===== src/rtl/count_scheduler.sv =====
// Job-level sequencer for the 16-lane match-count engine: issues line reads under a
// FIFO credit limit, buffers returned lines, feeds them one at a time and sums the counts.
module count_scheduler #(
  parameter int unsigned ADDR_W     = 42,
  parameter int unsigned FIFO_DEPTH = 4
) (
  input  logic              clk,
  input  logic              rst,
  input  logic              job_start,
  input  logic [31:0]       job_object,
  input  logic [ADDR_W-1:0] job_base_addr,
  input  logic [31:0]       job_num_lines,
  output logic              job_busy,
  output logic              job_done,
  output logic [31:0]       job_total,
  output logic [31:0]       job_lines_done,
  output logic              job_overflow,
  output logic              rd_req_valid,
  input  logic              rd_req_ready,
  output logic [ADDR_W-1:0] rd_req_addr,
  input  logic              rd_rsp_valid,
  input  logic [511:0]      rd_rsp_data,
  output logic              eng_start,
  output logic [31:0]       eng_object,
  output logic [511:0]      eng_data_set,
  input  logic              eng_done,
  input  logic [31:0]       eng_result
);

  localparam int unsigned LINE_W = 512;
  localparam int unsigned PTR_W  = (FIFO_DEPTH > 1) ? $clog2(FIFO_DEPTH) : 1;
  localparam int unsigned CNT_W  = PTR_W + 1;
  localparam int unsigned SUM_W  = CNT_W + 1;

  typedef enum logic [1:0] {F_IDLE, F_WAIT, F_GAP} feed_state_e;

  feed_state_e       fstate, fstate_n;
  logic              busy_n, done_n, ovf_n, req_valid_n, start_n;
  logic [31:0]       total_n, lines_n, obj_n;
  logic [31:0]       num_lines, num_lines_n, issued, issued_n;
  logic [ADDR_W-1:0] base, base_n, addr_n;
  logic [CNT_W-1:0]  outstanding, outstanding_n, fifo_cnt, fifo_cnt_n;
  logic [PTR_W-1:0]  wr_ptr, wr_ptr_n, rd_ptr, rd_ptr_n;
  logic [LINE_W-1:0] data_n;
  logic [LINE_W-1:0] mem [FIFO_DEPTH];
  logic              accept, issue_fire, pop, push, rsp_dec;
  logic [32:0]       sum;
  logic [SUM_W-1:0]  credit_used;

  // Next-state for the feed FSM, job control, read credits and FIFO pointers
  always_comb begin
    accept      = job_start && !job_busy;
    issue_fire  = rd_req_valid && rd_req_ready;
    pop         = (fstate == F_IDLE) && job_busy && (fifo_cnt != '0);
    push        = rd_rsp_valid && ((fifo_cnt != CNT_W'(FIFO_DEPTH)) || pop);
    rsp_dec     = rd_rsp_valid && (outstanding != '0);
    sum         = {1'b0, job_total} + {1'b0, eng_result};

    fstate_n      = fstate;
    busy_n        = job_busy;
    done_n        = 1'b0;
    total_n       = job_total;
    lines_n       = job_lines_done;
    ovf_n         = job_overflow;
    start_n       = 1'b0;
    obj_n         = eng_object;
    data_n        = eng_data_set;
    num_lines_n   = num_lines;
    base_n        = base;
    issued_n      = issued + 32'(issue_fire);
    outstanding_n = outstanding + CNT_W'(issue_fire) - CNT_W'(rsp_dec);
    fifo_cnt_n    = fifo_cnt + CNT_W'(push) - CNT_W'(pop);
    wr_ptr_n      = wr_ptr + PTR_W'(push);
    rd_ptr_n      = rd_ptr + PTR_W'(pop);

    if (rd_rsp_valid && !push) ovf_n = 1'b1;

    unique case (fstate)
      F_IDLE: begin
        if (pop) begin
          fstate_n = F_WAIT;
          start_n  = 1'b1;
          data_n   = mem[rd_ptr];
        end
      end
      F_WAIT: begin
        if (eng_done) begin
          total_n  = sum[32] ? 32'hFFFF_FFFF : sum[31:0];
          lines_n  = job_lines_done + 32'd1;
          fstate_n = F_GAP;
          if (lines_n == num_lines) begin
            done_n = 1'b1;
            busy_n = 1'b0;
          end
        end
      end
      F_GAP:   fstate_n = F_IDLE;
      default: fstate_n = F_IDLE;
    endcase

    // A zero-length job completes immediately without ever going busy
    if (accept) begin
      obj_n         = job_object;
      base_n        = job_base_addr;
      num_lines_n   = job_num_lines;
      total_n       = '0;
      lines_n       = '0;
      ovf_n         = 1'b0;
      issued_n      = '0;
      outstanding_n = '0;
      fifo_cnt_n    = '0;
      wr_ptr_n      = '0;
      rd_ptr_n      = '0;
      busy_n        = (job_num_lines != 32'd0);
      done_n        = (job_num_lines == 32'd0);
    end

    credit_used = {1'b0, outstanding_n} + {1'b0, fifo_cnt_n};
    req_valid_n = busy_n && (issued_n < num_lines_n) && (credit_used < SUM_W'(FIFO_DEPTH));
    addr_n      = base_n + ADDR_W'(issued_n);
  end

  always_ff @(posedge clk or negedge rst) begin
    if (!rst) begin
      fstate         <= F_IDLE;
      job_busy       <= 1'b0;
      job_done       <= 1'b0;
      job_total      <= '0;
      job_lines_done <= '0;
      job_overflow   <= 1'b0;
      rd_req_valid   <= 1'b0;
      rd_req_addr    <= '0;
      eng_start      <= 1'b0;
      eng_object     <= '0;
      eng_data_set   <= '0;
      num_lines      <= '0;
      base           <= '0;
      issued         <= '0;
      outstanding    <= '0;
      fifo_cnt       <= '0;
      wr_ptr         <= '0;
      rd_ptr         <= '0;
    end else begin
      fstate         <= fstate_n;
      job_busy       <= busy_n;
      job_done       <= done_n;
      job_total      <= total_n;
      job_lines_done <= lines_n;
      job_overflow   <= ovf_n;
      rd_req_valid   <= req_valid_n;
      rd_req_addr    <= addr_n;
      eng_start      <= start_n;
      eng_object     <= obj_n;
      eng_data_set   <= data_n;
      num_lines      <= num_lines_n;
      base           <= base_n;
      issued         <= issued_n;
      outstanding    <= outstanding_n;
      fifo_cnt       <= fifo_cnt_n;
      wr_ptr         <= wr_ptr_n;
      rd_ptr         <= rd_ptr_n;
    end
  end

  // Line storage needs no reset; occupancy is tracked by the pointers
  always_ff @(posedge clk) begin
    if (push && !accept) mem[wr_ptr] <= rd_rsp_data;
  end

endmodule

===== config.mk =====
export PLATFORM = sky130hd
export DESIGN_NAME = count_scheduler
export DESIGN_NICKNAME = d
export VERILOG_FILES = /design/src/rtl/count_scheduler.sv
export SDC_FILE = /design/constraint.sdc
export NUM_CORES = 2
export LEC_CHECK = 0
export BUFFER_PORTS_ARGS = -buffer_cell sky130_fd_sc_hd__buf_4
export CORE_AREA = 2 2 506 508
export CTS_CLUSTER_DIAMETER = 100
export DETAILED_ROUTE_END_ITERATION = 7
export DIE_AREA = 0 0 508 510
export PLACE_DENSITY_LB_ADDON = 0.25
export SLEW_MARGIN = 0
export SYNTH_ARGS = -nofsm -noshare
export SYNTH_HDL_FRONTEND = slang
export SYNTH_SLANG_ARGS = --single-unit

===== constraint.sdc =====
create_clock -name clk -period 85.6 [get_ports clk]
set_input_delay 17.12 -clock clk [delete_from_list [all_inputs] [get_ports clk]]
set_output_delay 17.12 -clock clk [all_outputs]
set_load 0.05 [all_outputs]

# Word-level counts from Yosys, hierarchy flattened
# Memories as Yosys holds them, arrays and structs flattened. A register that Yosys moved wholly into a read port is not among the register bits.
# Index checks and enable logic that the tools add are counted.
dict set report totals {
  reg_bits 261
  ram_bits 2048
  input_bits 656
  out_inout_bits 655
  memories 1
}
# name words word_bits read_ports rd_ports_with_merged_regs wr line
set memory_table {}
lappend memory_table {mem 4 512 1 1 1 45} ;# logic [LINE_W-1:0] mem [FIFO_DEPTH];
dict set report op_classes {
  add_sub_neg 11
  n_lt_le_gt_ge 2
  n_eq_ne 5
  muxes 31
  reduce_logical 26
}
# operator n
set op_table {}
lappend op_table {{$mux 32} 9}
lappend op_table {{$add 42x32->42} 1}
lappend op_table {{$mux 42} 1}
lappend op_table {{$add 32x32->33} 1}
lappend op_table {{$add 32x1->32} 1}
lappend op_table {{$add 32x1->32 const B} 1}
lappend op_table {{$eq 32x32->1} 1}
lappend op_table {{$logic_not 32->1} 1}
lappend op_table {{$lt 32x32->1} 1}
lappend op_table {{$reduce_bool 32->1} 1}
lappend op_table {{$mux 1} 14}
lappend op_table {{$logic_and 1x1->1} 10}
lappend op_table {{$mux 2} 4}
lappend op_table {{$add 3x1->3} 2}
lappend op_table {{$mux 3} 2}
lappend op_table {{$reduce_and 2->1} 3}
lappend op_table {{$reduce_bool 2->1} 3}
lappend op_table {{$reduce_bool 3->1} 2}
lappend op_table {{$sub 3x1->3} 2}
lappend op_table {{$add 2x1->2} 2}
lappend op_table {{$add 3x3->4} 1}
lappend op_table {{$logic_not 1->1} 4}
lappend op_table {{$lt 4x3->1 const B} 1}
lappend op_table {{$ne 2x2->1 const B} 2}
lappend op_table {{other kinds (5)} 5}

# Longest topological paths before layout
dict set report depth {
  ltp_word 11
  mapped_depth 20
  mapped_depth_nobuf 20
}

# Worst setup path after synthesis
# No wires, ideal clock.
dict set report synth_path {
  path_type {input to register}
  startpoint {in job_start}
  endpoint {mem mem[0][0] (enable)}
  t_arrival_ns 66.238
  required_time_ns 82.962
  setup_slack_ns 16.724
  stages 6
  n_path_buf 4
  cell_sequence {nor2b_1 clkbuf_1 buf_1 clkbuf_1 clkbuf_1 nor4_1}
}
dict set report synth_via {
  elab_chain_cells 5
}
# element line
set synth_rtl {}
lappend synth_rtl {{from (decl)} 9} ;# input logic job_start,
lappend synth_rtl {{$logic_and 1x1->1} 52} ;# accept = job_start && !job_busy;
lappend synth_rtl {{$logic_not 1->1} 167} ;# if (push && !accept) mem[wr_ptr] <= rd_rsp_data;
lappend synth_rtl {{$logic_and 1x1->1} 167}
lappend synth_rtl {{$mux 1} 167}
lappend synth_rtl {{$mux 1 (implied by the code)} 167}
lappend synth_rtl {{to (decl)} 45}
# No other way between the ends.

# Worst setup path in the final report
dict set report layout_path {
  startpoint {in job_start}
  endpoint {mem mem[1][385] (enable)}
}
# Same word-level chain as after synthesis.

==> flow_metrics.env <==
export IMPL_syn_to_final_growth_pct=22.3
export IMPL_arrival_ns=22.77
export IMPL_power_density_nw_per_um2=39.1
export IMPL_tightestPinTransition_ns=1.11
export IMPL_grt_overflow_total=0
export IMPL_synth_cell_types=83
export IMPL_clock_sinks=2821
export IMPL_synth_compound_gate_area_share_pct=2.00
export IMPL_finish_utilization_pct=52.0
export IMPL_die_width_um=508
export IMPL_fillers=20800
export IMPL_htreeDepth=5
export IMPL_yosysMostFrequentCell="edfxtp_1"
export IMPL_syn_inst=6507
export IMPL_grt_max_degree=159
export IMPL_cp_max_fo=67
export IMPL_dr_pass1_iters=5
export IMPL_place_congestion=0.892
export IMPL_synth_largest_area_cell="edfxtp_1"
export IMPL_portBuffers=1310
export IMPL_setup_violations_final=0
export IMPL_critPathKind="in -> reg"
export IMPL_swShare_pct=37.6
export IMPL_clk_latency_ns=0.96
export IMPL_cts_tree="yes"
export IMPL_setup_tns_ns=0
export IMPL_cts_resized=0
export IMPL_routed_wirelength_um=306000
export IMPL_drt_iter0_drc=4898
export IMPL_async_flop_share_pct=27.4
export IMPL_syn_nets=7269
export IMPL_die_area_um2=259000
export IMPL_vias_per_cell=5.30
export IMPL_synth_mux_area_share_pct=11.1
export IMPL_synth_common_cells="2048 x edfxtp_1, 1826 x nand2_1, 773 x dfrtp_1, 512 x mux4_2, 237 x clkbuf_1"
export IMPL_multiInputGateArea_um2=25600
export IMPL_leakage_nw=52.0
export IMPL_ant_nets=0
export IMPL_row_count=185
export IMPL_status="finished, final reports clean"
export IMPL_post_route_min_period_ns=22.28
export IMPL_initial_core_util_pct=42.5
export IMPL_nNetsFinal=8688
export IMPL_drc=0
export IMPL_power_switching_mw=1.94
export IMPL_hp_class="reg -> reg"
export IMPL_endpoint="mem[1][385]$_DFFE_PP_"
export IMPL_synth_simple_area_share_pct=8.06
export IMPL_crit_start="job_start"
export IMPL_synth_main_ff_cell="edfxtp_1"
export IMPL_power_frac_clock_pct=25.6
export IMPL_drive_gt1_share_pct=29.5
export IMPL_cts_buffers_inserted=312
export IMPL_synthAdderAreaFrac_pct=1.28
export IMPL_pwr_share_comb_pct=35.3
export IMPL_cts_buffer_depth=4
export IMPL_wire_per_inst_um=26.4
export IMPL_cts_setup_buffers=0
export IMPL_grt_pass1_vias=62200
export IMPL_hold_slack_ns=0.474
export IMPL_ys_top_cells_by_area="edfxtp_1 57%, dfrtp_1 18%, mux4_2 11%"
export IMPL_p_int_mw=3.21
export IMPL_die_h_um=510
export IMPL_path_clk_slew_ns=0.06
export IMPL_synth_top_family_by_area="multiplexers"
export IMPL_ys_warn_count=0
export IMPL_core_um2=253000
export IMPL_skew_ns=0.0945
export IMPL_synthesis_area_um2=108000
export IMPL_antenna_found_initial=107
export IMPL_gr_usage_all_layers_pct=23.1
export IMPL_reg2reg_depth=13
export IMPL_hold_buffers=0
export IMPL_avgSynthCellArea_um2=16.6
export IMPL_max_freq_mhz=44.9
export IMPL_drv_cap=0
export IMPL_reg2reg_from="job_busy$_DFF_PN0_"
export IMPL_place_ws_ns=62.15
export IMPL_post_dp_hpwl_um=204000
export IMPL_grt_pass1_wl_um=435000
export IMPL_yosysTopAreaCellShare_pct=57.1
export IMPL_synth_seq_cells=2821
export IMPL_io_pins=1311
export IMPL_rsz0062_at_grt="no"
export IMPL_synth_edf_count=2048
export IMPL_rrSetupSlack_ns=78.57
export IMPL_required_ns=86.09
export IMPL_regArea_um2=80900
export IMPL_r2r_end="mem[1][385]$_DFFE_PP_"
export IMPL_finalCritPeriodShare_pct=26.0
export IMPL_worst_slack_ns=63.32
export IMPL_dpl_cell_count=11000
export IMPL_worstSetupStartpointType="primary input"
export IMPL_clockRootBuffer="clkbuf_16"
export IMPL_vias=61400
export IMPL_synthXorXnorAreaFrac_pct=1.34
export IMPL_maxSlewHeadroom_pct=25.8
export IMPL_layoutNonFillerInstCount=11600
export IMPL_finalHoldViolations=0
export IMPL_ys_seq_area_share_pct=75.0
export IMPL_seq_power_share_pct=39.1
export IMPL_end_kind="flip-flop"
export IMPL_ir_drop_mv=0.0346
export IMPL_drv_slew=0
[layer usage]
metal | wire length [um] | part of all wire [%] | up-vias | track usage (%)
met2 | 152000 | 50 | 2073 | 38.2
li1 | - | - | 26900 | -
met3 | 25000 | 8.2 | 522 | 7.11
met5 | 651 | 0.21 | - | 0
met4 | 11200 | 3.7 | 104 | 9.12
met1 | 117000 | 38 | 31700 | 28.5
[cells in the final DEF (no fill, tap or decap), drive strengths merged, types with 6 or more instances in the layout]
master,count
a21oi,111
clkbuf,414
o31ai,7
bufinv,24
mux4,512
clkinvlp,14
mux2i,38
buf,1390
o21bai,8
xnor2,82
and4,7
o22ai,7
diode,42
nor4,16
nand3,41
dfrtp,773
inv,97
edfxtp,2048
nand2,1826
and3,19
o21ai,92
o21a,14
nand2b,19
and2,18
nand4,31
xor2,80
or2,6
a21o,33
ha,102
or3,15
clkinv,86
nor2b,20
nor3,18
o211ai,8
a31oi,11
nor2,112
[critical path: stages]
cell and delay, ns:
buf_4 0.16, nor2b_4 0.16, nor2_1 0.19, nand2_1 0.12, nor2_4 0.11, buf_4 0.57
buf_4 0.79, buf_4 0.72, buf_4 0.91, buf_4 0.73, buf_4 0.83
[power by group through the flow]
| stage | clock, mW | combinational, mW | sequential [mW] |
|---|---|---|---|
| global route | 1.40 | 1.95 | 2.04 |
| floorplan | 0 | 0.790 | 2.63 |
| global placement | 0 | 1.84 | 2.02 |
| CTS | 1.34 | 1.86 | 2.01 |
| finish | 1.32 | 1.82 | 2.01 |
| detailed placement | 0 | 1.85 | 2.04 |
[state kept, by name (all words and copies together) (netlist names), 3 cells and up]
name            count
num_lines          32
rd_req_addr        42
outstanding         3
job_total          32
fifo_cnt            3
mem              2048
job_lines_done     32
eng_object         32
eng_data_set      512
base               42
issued             32
[worst min-delay path by stage]
stage,start,to,slack (ns),depth (start not counted)
2_1_floorplan,base[0]$_DFF_PN0_,base[0]$_DFF_PN0_,0.44,2
3_3_place_gp,eng_data_set[164]$_DFFE_PN0P_,eng_data_set[164]$_DFFE_PN0P_,0.46,2
3_5_place_dp,base[24]$_DFF_PN0_,base[24]$_DFF_PN0_,0.46,2
4_1_cts,eng_data_set[113]$_DFFE_PN0P_,eng_data_set[113]$_DFFE_PN0P_,0.48,2
5_1_grt,eng_data_set[433]$_DFFE_PN0P_,eng_data_set[433]$_DFFE_PN0P_,0.49,2
6_report,eng_object[18]$_DFFE_PN0P_,eng_object[18]$_DFFE_PN0P_,0.47,2
[final cells by class]
class	count	share of cell area, %
repair buffers	1390	8.03
flip-flops and latches	2821	61.3
diodes	42	0.0798
clock buffers	414	6.54
inverters	81	0.236
clock inverters	140	1.13
multi-input cells	3320	19.4
well taps	3366	3.20
[per-stage QoR]
step / power [mW] / area, um2
floorplan: 3.42 / 108000
global placement: 3.86 / 122000
detailed placement: 3.89 / 122000
CTS: 5.21 / 132000
global route: 5.38 / 132000
finish: 5.15 / 132000
[logic make-up after synthesis]
| kind of cell | count (synthesis) |
|---|---|
| AO/OA/AOI/OAI | 339 |
| XOR/XNOR | 163 |
| adder cells (fa/ha/maj) | 108 |
| buffers and inverters | 366 |
| flip-flops | 2821 |
| multiplexers | 550 |
| AND/OR/NAND/NOR | 2160 |
Power figures use the tool's default switching activity.
